**src/rtl/bpm_beat_tracker.sv**
```systemverilog
// Tempo tracker: range-gates BPM estimates, smooths them, locks, and emits beat pulses.
// Optional reject counter output is enabled with `define BPM_REJECT_COUNT_EN.
module bpm_beat_tracker #(
  parameter int unsigned CLK_HZ         = 50_000_000,
  parameter int unsigned DEPTH          = 8,
  parameter int unsigned MIN_BPM        = 40,
  parameter int unsigned MAX_BPM        = 240,
  parameter int unsigned LOCK_TOL       = 4,
  parameter int unsigned LOCK_COUNT     = 4,
  parameter int unsigned TIMEOUT_CYCLES = 50_000_000
) (
  input  logic        clk,
  input  logic        reset_n,
  input  logic [15:0] bpm_in,
  input  logic        bpm_valid,
  output logic [15:0] bpm_smoothed,
  output logic        bpm_locked,
  output logic        beat_pulse,
`ifdef BPM_REJECT_COUNT_EN
  output logic [7:0]  reject_count,
`endif
  output logic [1:0]  dbg_state
);

  localparam int L  = $clog2(DEPTH);
  localparam int SW = 16 + L;
  localparam logic [63:0] THRESH64 = 64'(CLK_HZ) * 64'd60;
  localparam logic [32:0] THRESH   = THRESH64[32:0];
  localparam logic [31:0] TO_LAST  = 32'(TIMEOUT_CYCLES - 1);

  typedef enum logic [1:0] {
    IDLE    = 2'd0,
    ACQUIRE = 2'd1,
    LOCKED  = 2'd2
  } state_e;

  // bpm_valid is a one-cycle qualifier with no backpressure: every valid sample is consumed.
  state_e         state_q, state_d;
  logic [15:0]    ring_q [DEPTH];
  logic [15:0]    ring_d [DEPTH];
  logic [L-1:0]   ptr_q, ptr_d;
  logic [SW-1:0]  sum_q, sum_d;
  logic [15:0]    smoothed_q, smoothed_d;
  logic [7:0]     stable_q, stable_d;
  logic [31:0]    timer_q, timer_d;
  logic [32:0]    acc_q, acc_d, acc_sum;
  logic           beat_q, beat_d;

  logic        in_range, accept, expire, stable;
  logic [16:0] delta, diff;

  assign in_range = (bpm_in >= 16'(MIN_BPM)) && (bpm_in <= 16'(MAX_BPM));
  assign accept   = bpm_valid && in_range;
  assign expire   = (state_q != IDLE) && !accept && (timer_q == TO_LAST);
  assign delta    = {1'b0, bpm_in} - {1'b0, smoothed_q};
  assign diff     = delta[16] ? (~delta + 17'd1) : delta;
  assign stable   = diff <= 17'(LOCK_TOL);
  assign acc_sum  = acc_q + {17'd0, smoothed_q};

  always_comb begin
    state_d    = state_q;
    ring_d     = ring_q;
    ptr_d      = ptr_q;
    sum_d      = sum_q;
    stable_d   = stable_q;
    smoothed_d = sum_q[SW-1:L];
    acc_d      = '0;
    beat_d     = 1'b0;
    timer_d    = accept ? '0 : ((timer_q == TO_LAST) ? timer_q : timer_q + 32'd1);

    if (accept && state_q != IDLE) begin
      ring_d[ptr_q] = bpm_in;
      sum_d         = sum_q + SW'(bpm_in) - SW'(ring_q[ptr_q]);
      ptr_d         = ptr_q + L'(1);
    end

    case (state_q)
      IDLE: begin
        if (accept) begin
          for (int i = 0; i < DEPTH; i++) ring_d[i] = bpm_in;
          sum_d    = SW'(bpm_in) << L;
          stable_d = '0;
          state_d  = ACQUIRE;
        end
      end
      ACQUIRE: begin
        if (accept) begin
          if (stable) begin
            stable_d = stable_q + 8'd1;
            if (stable_q + 8'd1 >= 8'(LOCK_COUNT)) state_d = LOCKED;
          end else begin
            stable_d = '0;
          end
        end
      end
      LOCKED: begin
        if (accept && !stable) begin
          stable_d = '0;
          state_d  = ACQUIRE;
        end
      end
      default: state_d = IDLE;
    endcase

    if (expire) begin
      state_d    = IDLE;
      for (int i = 0; i < DEPTH; i++) ring_d[i] = '0;
      sum_d      = '0;
      smoothed_d = '0;
      stable_d   = '0;
    end

    // Phase only advances while staying locked; entering or leaving LOCKED leaves acc at 0.
    if (state_q == LOCKED && state_d == LOCKED) begin
      if (acc_sum >= THRESH) begin
        acc_d  = acc_sum - THRESH;
        beat_d = 1'b1;
      end else begin
        acc_d = acc_sum;
      end
    end
  end

  always_ff @(posedge clk or negedge reset_n) begin
    if (!reset_n) begin
      state_q    <= IDLE;
      for (int i = 0; i < DEPTH; i++) ring_q[i] <= '0;
      ptr_q      <= '0;
      sum_q      <= '0;
      smoothed_q <= '0;
      stable_q   <= '0;
      timer_q    <= '0;
      acc_q      <= '0;
      beat_q     <= 1'b0;
    end else begin
      state_q    <= state_d;
      ring_q     <= ring_d;
      ptr_q      <= ptr_d;
      sum_q      <= sum_d;
      smoothed_q <= smoothed_d;
      stable_q   <= stable_d;
      timer_q    <= timer_d;
      acc_q      <= acc_d;
      beat_q     <= beat_d;
    end
  end

`ifdef BPM_REJECT_COUNT_EN
  logic [7:0] rej_q, rej_d;
  assign rej_d = (bpm_valid && !in_range && rej_q != 8'hFF) ? rej_q + 8'd1 : rej_q;

  always_ff @(posedge clk or negedge reset_n) begin
    if (!reset_n) rej_q <= '0;
    else          rej_q <= rej_d;
  end

  assign reject_count = rej_q;
`endif

  assign bpm_smoothed = smoothed_q;
  assign bpm_locked   = (state_q == LOCKED);
  assign beat_pulse   = beat_q;
  assign dbg_state    = state_q;

endmodule

```
**config.mk**
```make
export PLATFORM = sky130hd
export DESIGN_NAME = bpm_beat_tracker
export DESIGN_NICKNAME = d
export VERILOG_FILES = /design/src/rtl/bpm_beat_tracker.sv
export SDC_FILE = /design/constraint.sdc
export NUM_CORES = 1
export LEC_CHECK = 0
export ABC_AREA = 1
export BUFFER_PORTS_ARGS = -buffer_cell sky130_fd_sc_hd__buf_2
export CORE_AREA = 2 2 139 277
export CTS_CLUSTER_DIAMETER = 80
export DETAILED_ROUTE_END_ITERATION = 10
export DIE_AREA = 0 0 141 279
export GPL_TIMING_DRIVEN = 0
export PLACE_DENSITY = 0.64
export SLEW_MARGIN = 5
export SYNTH_ARGS = -nofsm -noshare
export SYNTH_HDL_FRONTEND = slang
export SYNTH_SLANG_ARGS = --single-unit
```
**constraint.sdc**
```tcl
create_clock -name clk -period 5.21 [get_ports clk]
set_clock_uncertainty 0.05 [all_clocks]
set_input_delay 0.2605 -clock clk [delete_from_list [all_inputs] [get_ports clk]]
set_output_delay 0.2605 -clock clk [all_outputs]
set_load 0.05 [all_outputs]
```
==> flow_summary.rst <==
.. list-table::
   :header-rows: 1

   * - Metric
     - Value
   * - Chip Height
     - roughly 280 um
   * - Placed wire-length estimate after detailed placement
     - ~52000 um
   * - Number of CTS-inserted buffers
     - 24
   * - Initial core utilization
     - between 40% and 50%
   * - TritonCTS clock tree
     - built
   * - Post-synthesis instance area
     - 0.0185 mm2
   * - Largest vdd supply drop
     - 0.307 mV
   * - Most frequent cells in the layout
     - 641 x sky130_fd_sc_hd__nand2_1, 407 x sky130_fd_sc_hd__inv_1, 286 x sky130_fd_sc_hd__nor2_1, 242 x sky130_fd_sc_hd__dfrtp_1, 186 x sky130_fd_sc_hd__a21oi_1
   * - Kind of critical path
     - register to register
   * - Die footprint
     - about 0.039 mm2
   * - Seq/Total Area, Yosys
     - around 33%
   * - Utilization after layout
     - between 50% and 60%
   * - Filler Cell Count
     - ~3700
   * - Main flop type after synthesis
     - sky130_fd_sc_hd__dfrtp_1
   * - DRT antenna net count
     - 0
   * - Period utilisation layout
     - about 97%
   * - Static power due to leakage
     - 10.2 nW
   * - RSZ-0062 raised after global routing
     - false
   * - Syn. warnings
     - 0
   * - Initial antenna violation count
     - 0
   * - Area delta synth->final
     - 8.94%
   * - Number of vias after detailed routing
     - about 19000
   * - Total Routing Usage GR
     - ~33%
   * - Vias per Instance
     - between 5 and 6
   * - H-tree depth reported by CTS
     - 1
   * - Core box area
     - around 0.037 mm2
   * - Element type at the critical path end
     - register
   * - Input/output buffers
     - 38
   * - Wire length of the first global-routing pass
     - 101000 um
   * - Buffers from clock root to sink, at most
     - 3
   * - Fin. max-slew vios
     - 0
   * - Endpoints failing setup
     - 0
   * - Post-CTS clock slew at the launch and capture registers of the worst setup and hold paths
     - 0.07 ns
   * - Site Rows
     - 100
   * - Max-cap violations
     - 0
   * - Antenna diodes
     - 0
   * - Overflow left after global routing
     - 0
   * - Clock tree root buffer cell
     - sky130_fd_sc_hd__clkbuf_16
   * - Share of post-route cells with drive strength above 1
     - 7.00%
   * - DRC violation count after routing
     - 0
   * - Kind of launch point of the worst setup path
     - register
   * - Worst EP required
     - 5.58 ns
   * - Clock Sink Count
     - between 200 and 250
   * - Design Power
     - about 10 mW
   * - Arr. time, crit path
     - about 5.4 ns
   * - Worst slew margin relative to its limit
     - between 20% and 30%
   * - Run status
     - finished, final reports clean
   * - Min-Delay Path Class
     - input pin to register
   * - Pwr per Cell Area
     - slightly above 500 mW/mm2
   * - Overall routed net length
     - roughly 66000 um
   * - Length of the first detailed-routing pass in iterations
     - 7
   * - Fin. Hold Viols
     - 0
   * - Peak Freq
     - around 200 MHz
   * - Syn avg cell area
     - about 6.7 um2
   * - Clock period minus worst slack
     - roughly 5.0 ns
   * - Pin count of the biggest net entering global routing
     - between 100 and 150
   * - Maximum fanout along the worst path
     - 10
   * - Library cells used by synthesis
     - 55
   * - Final net count
     - 2905
   * - Count of routing violations after the opening detailed-route iteration
     - approximately 1200
   * - Die Span X
     - between 100 and 150 um
   * - IO Pins
     - 39
   * - Most common cell after layout, fill and taps aside
     - sky130_fd_sc_hd__nand2_1
   * - Slew of the pin with the lowest slew margin
     - roughly 1.1 ns
   * - Synth Net Count
     - about 2800
   * - Weighted congestion at the end of routability-driven global placement
     - between 0.9 and 1
   * - Share of synthesized registers carrying an async set or reset
     - between 90% and 100%
   * - Buffers inserted during post-CTS setup optimization
     - 0
   * - Post-synth EDFFs
     - 0
   * - Clock latency of the later-clocked register in the worst-skew pair
     - approximately 0.55 ns
   * - Synthesis-stage register bit count
     - about 240
   * - Number of global-route vias before repair
     - between 15000 and 20000
   * - Routed len/inst
     - 20.1 um
   * - Cell count after synthesis
     - approximately 2700
-- what timing repair did --
item,4_1_cts,5_1_grt
resized for setup,0,5
hold endpoints to repair,56,0
hold buffers,1,0
endpoints found under the setup margin,0,2
-- worst paths after layout --
check / from / end / slack (ns) / depth (start not counted)
setup / recovery: ptr_q[0] / sum_q[15] / 0.18 / 18
hold / removal: bpm_in[0] / sum_q[3] / 0.05 / 3
setup reg to reg: ptr_q[0] / sum_q[15] / 0.18 / 18
hold reg to reg: sum_q[8] / bpm_smoothed[5] / 0.43 / 2
max in group asynchronous: reset_n / ring_q[56] / 3.57 / 4
min in group asynchronous: reset_n / bpm_smoothed[1] / 0.20 / 2
-- cell families (layout without fill, tap and decap cells) --
kind of cell	Yosys count	count (layout)	share of synthesized area [%]
compound gates	543	543	17.3
xor+xnor	55	55	2.73
simple gates	1302	1302	30.3
fa+ha+maj	74	74	5.75
buf+inv	529	613	11.1
flops	242	242	32.8
-- sequential cells by signal, summed over array words and instances (netlist names) --
name and cells:
acc_q 33, beat_pulse 1, timer_q 32, sum_q 19, stable_q 8, ring_q 128
bpm_smoothed 16, dbg_state 2, ptr_q 3
-- layer usage --
| layer | track usage [%] | wire length [um] | vias up |
|---|---|---|---|
| met5 | 0 | 0 | - |
| met4 | 24.5 | 5570 | 0 |
| met3 | 3.28 | 2970 | 255 |
| met1 | 32.3 | 22300 | 8934 |
| li1 | - | - | 9143 |
| met2 | 63.8 | 35300 | 693 |
-- worst max-delay path, stage by stage, from the launching register on --
cell                        delay (ns)
sky130_fd_sc_hd__dfrtp_1          0.45
sky130_fd_sc_hd__inv_1            0.10
sky130_fd_sc_hd__clkbuf_1         0.42
sky130_fd_sc_hd__clkbuf_1         0.64
sky130_fd_sc_hd__nor2_1           0.09
sky130_fd_sc_hd__o2111ai_1        0.40
sky130_fd_sc_hd__fa_1             0.49
sky130_fd_sc_hd__inv_1            0.07
sky130_fd_sc_hd__ha_1             0.28
sky130_fd_sc_hd__a21oi_1          0.20
sky130_fd_sc_hd__o21ai_0          0.18
sky130_fd_sc_hd__nand2_1          0.09
sky130_fd_sc_hd__o211ai_1         0.10
sky130_fd_sc_hd__a31oi_1          0.36
sky130_fd_sc_hd__o21ai_0          0.22
sky130_fd_sc_hd__a21boi_0         0.36
sky130_fd_sc_hd__o21ai_0          0.16
sky130_fd_sc_hd__xor2_1           0.16
sky130_fd_sc_hd__a21oi_1          0.08
-- synth_stat cells, types with 7 or more instances --
cell type                     n  area, um2
sky130_fd_sc_hd__o2111ai_1   17        149
sky130_fd_sc_hd__nor3_1      74        370
sky130_fd_sc_hd__o21a_1      13       97.6
sky130_fd_sc_hd__xor2_1      33        289
sky130_fd_sc_hd__xnor2_1     19        166
sky130_fd_sc_hd__fa_1        18        360
sky130_fd_sc_hd__nand4_1     56        350
sky130_fd_sc_hd__nor2_1     286       1070
sky130_fd_sc_hd__o21ai_0    167        836
sky130_fd_sc_hd__dfrtp_1    242       6060
sky130_fd_sc_hd__nand2_1    641       2410
sky130_fd_sc_hd__ha_1        56        701
sky130_fd_sc_hd__inv_1      407       1530
sky130_fd_sc_hd__nor2_2      16        100
sky130_fd_sc_hd__clkbuf_1    54        203
sky130_fd_sc_hd__buf_2       34        170
sky130_fd_sc_hd__o211ai_1    85        638
sky130_fd_sc_hd__a211oi_1    27        203
sky130_fd_sc_hd__a21oi_1    186        931
sky130_fd_sc_hd__nand3_1    171        856
sky130_fd_sc_hd__nand2_2     19        119
sky130_fd_sc_hd__nor4_1      12       75.1
sky130_fd_sc_hd__clkinv_1     7       26.3
sky130_fd_sc_hd__o21ai_1     11       55.1
sky130_fd_sc_hd__inv_2       19       71.3
-- area by class of cell --
type                       count  area, um2  area share, %
multi-input combinational   1974      10400           51.5
sequential                   242       6060           30.1
inverter                     433       1630           8.08
clock buffer                  37        729           3.63
tap                          459        574           2.86
buffer                        96        434           2.16
timing repair buffer          41        265           1.32
clock inverter                 6       72.6          0.361
-- metrics by stage --
step / cells / TNS (ns) / area [um2] / worst slack [ns] / hold slack, ns
after detailed placement: 3244 / 0 / 19300 / 0.131 / 0.186
after CTS: 3288 / 0 / 20100 / 0.137 / 0.0276
final: 3288 / 0 / 20100 / 0.180 / 0.0460
after global routing: 3288 / 0 / 20100 / 0.0119 / 0.0524
after floorplan: 2745 / 0 / 18500 / 1.48 / -0.0851
after global placement: 3242 / -176.68 / 19200 / -0.784 / 0.421
-- report_power, final --
group | total (mW) | internal [mW] | switching, mW
Combinational | 5.40 | 1.83 | 3.57
Clock | 1.81 | 1.02 | 0.793
Sequential | 3.09 | 2.54 | 0.546
Total | 10.3 | 5.40 | 4.91
No activity file was read; power rests on OpenSTA's default activity.
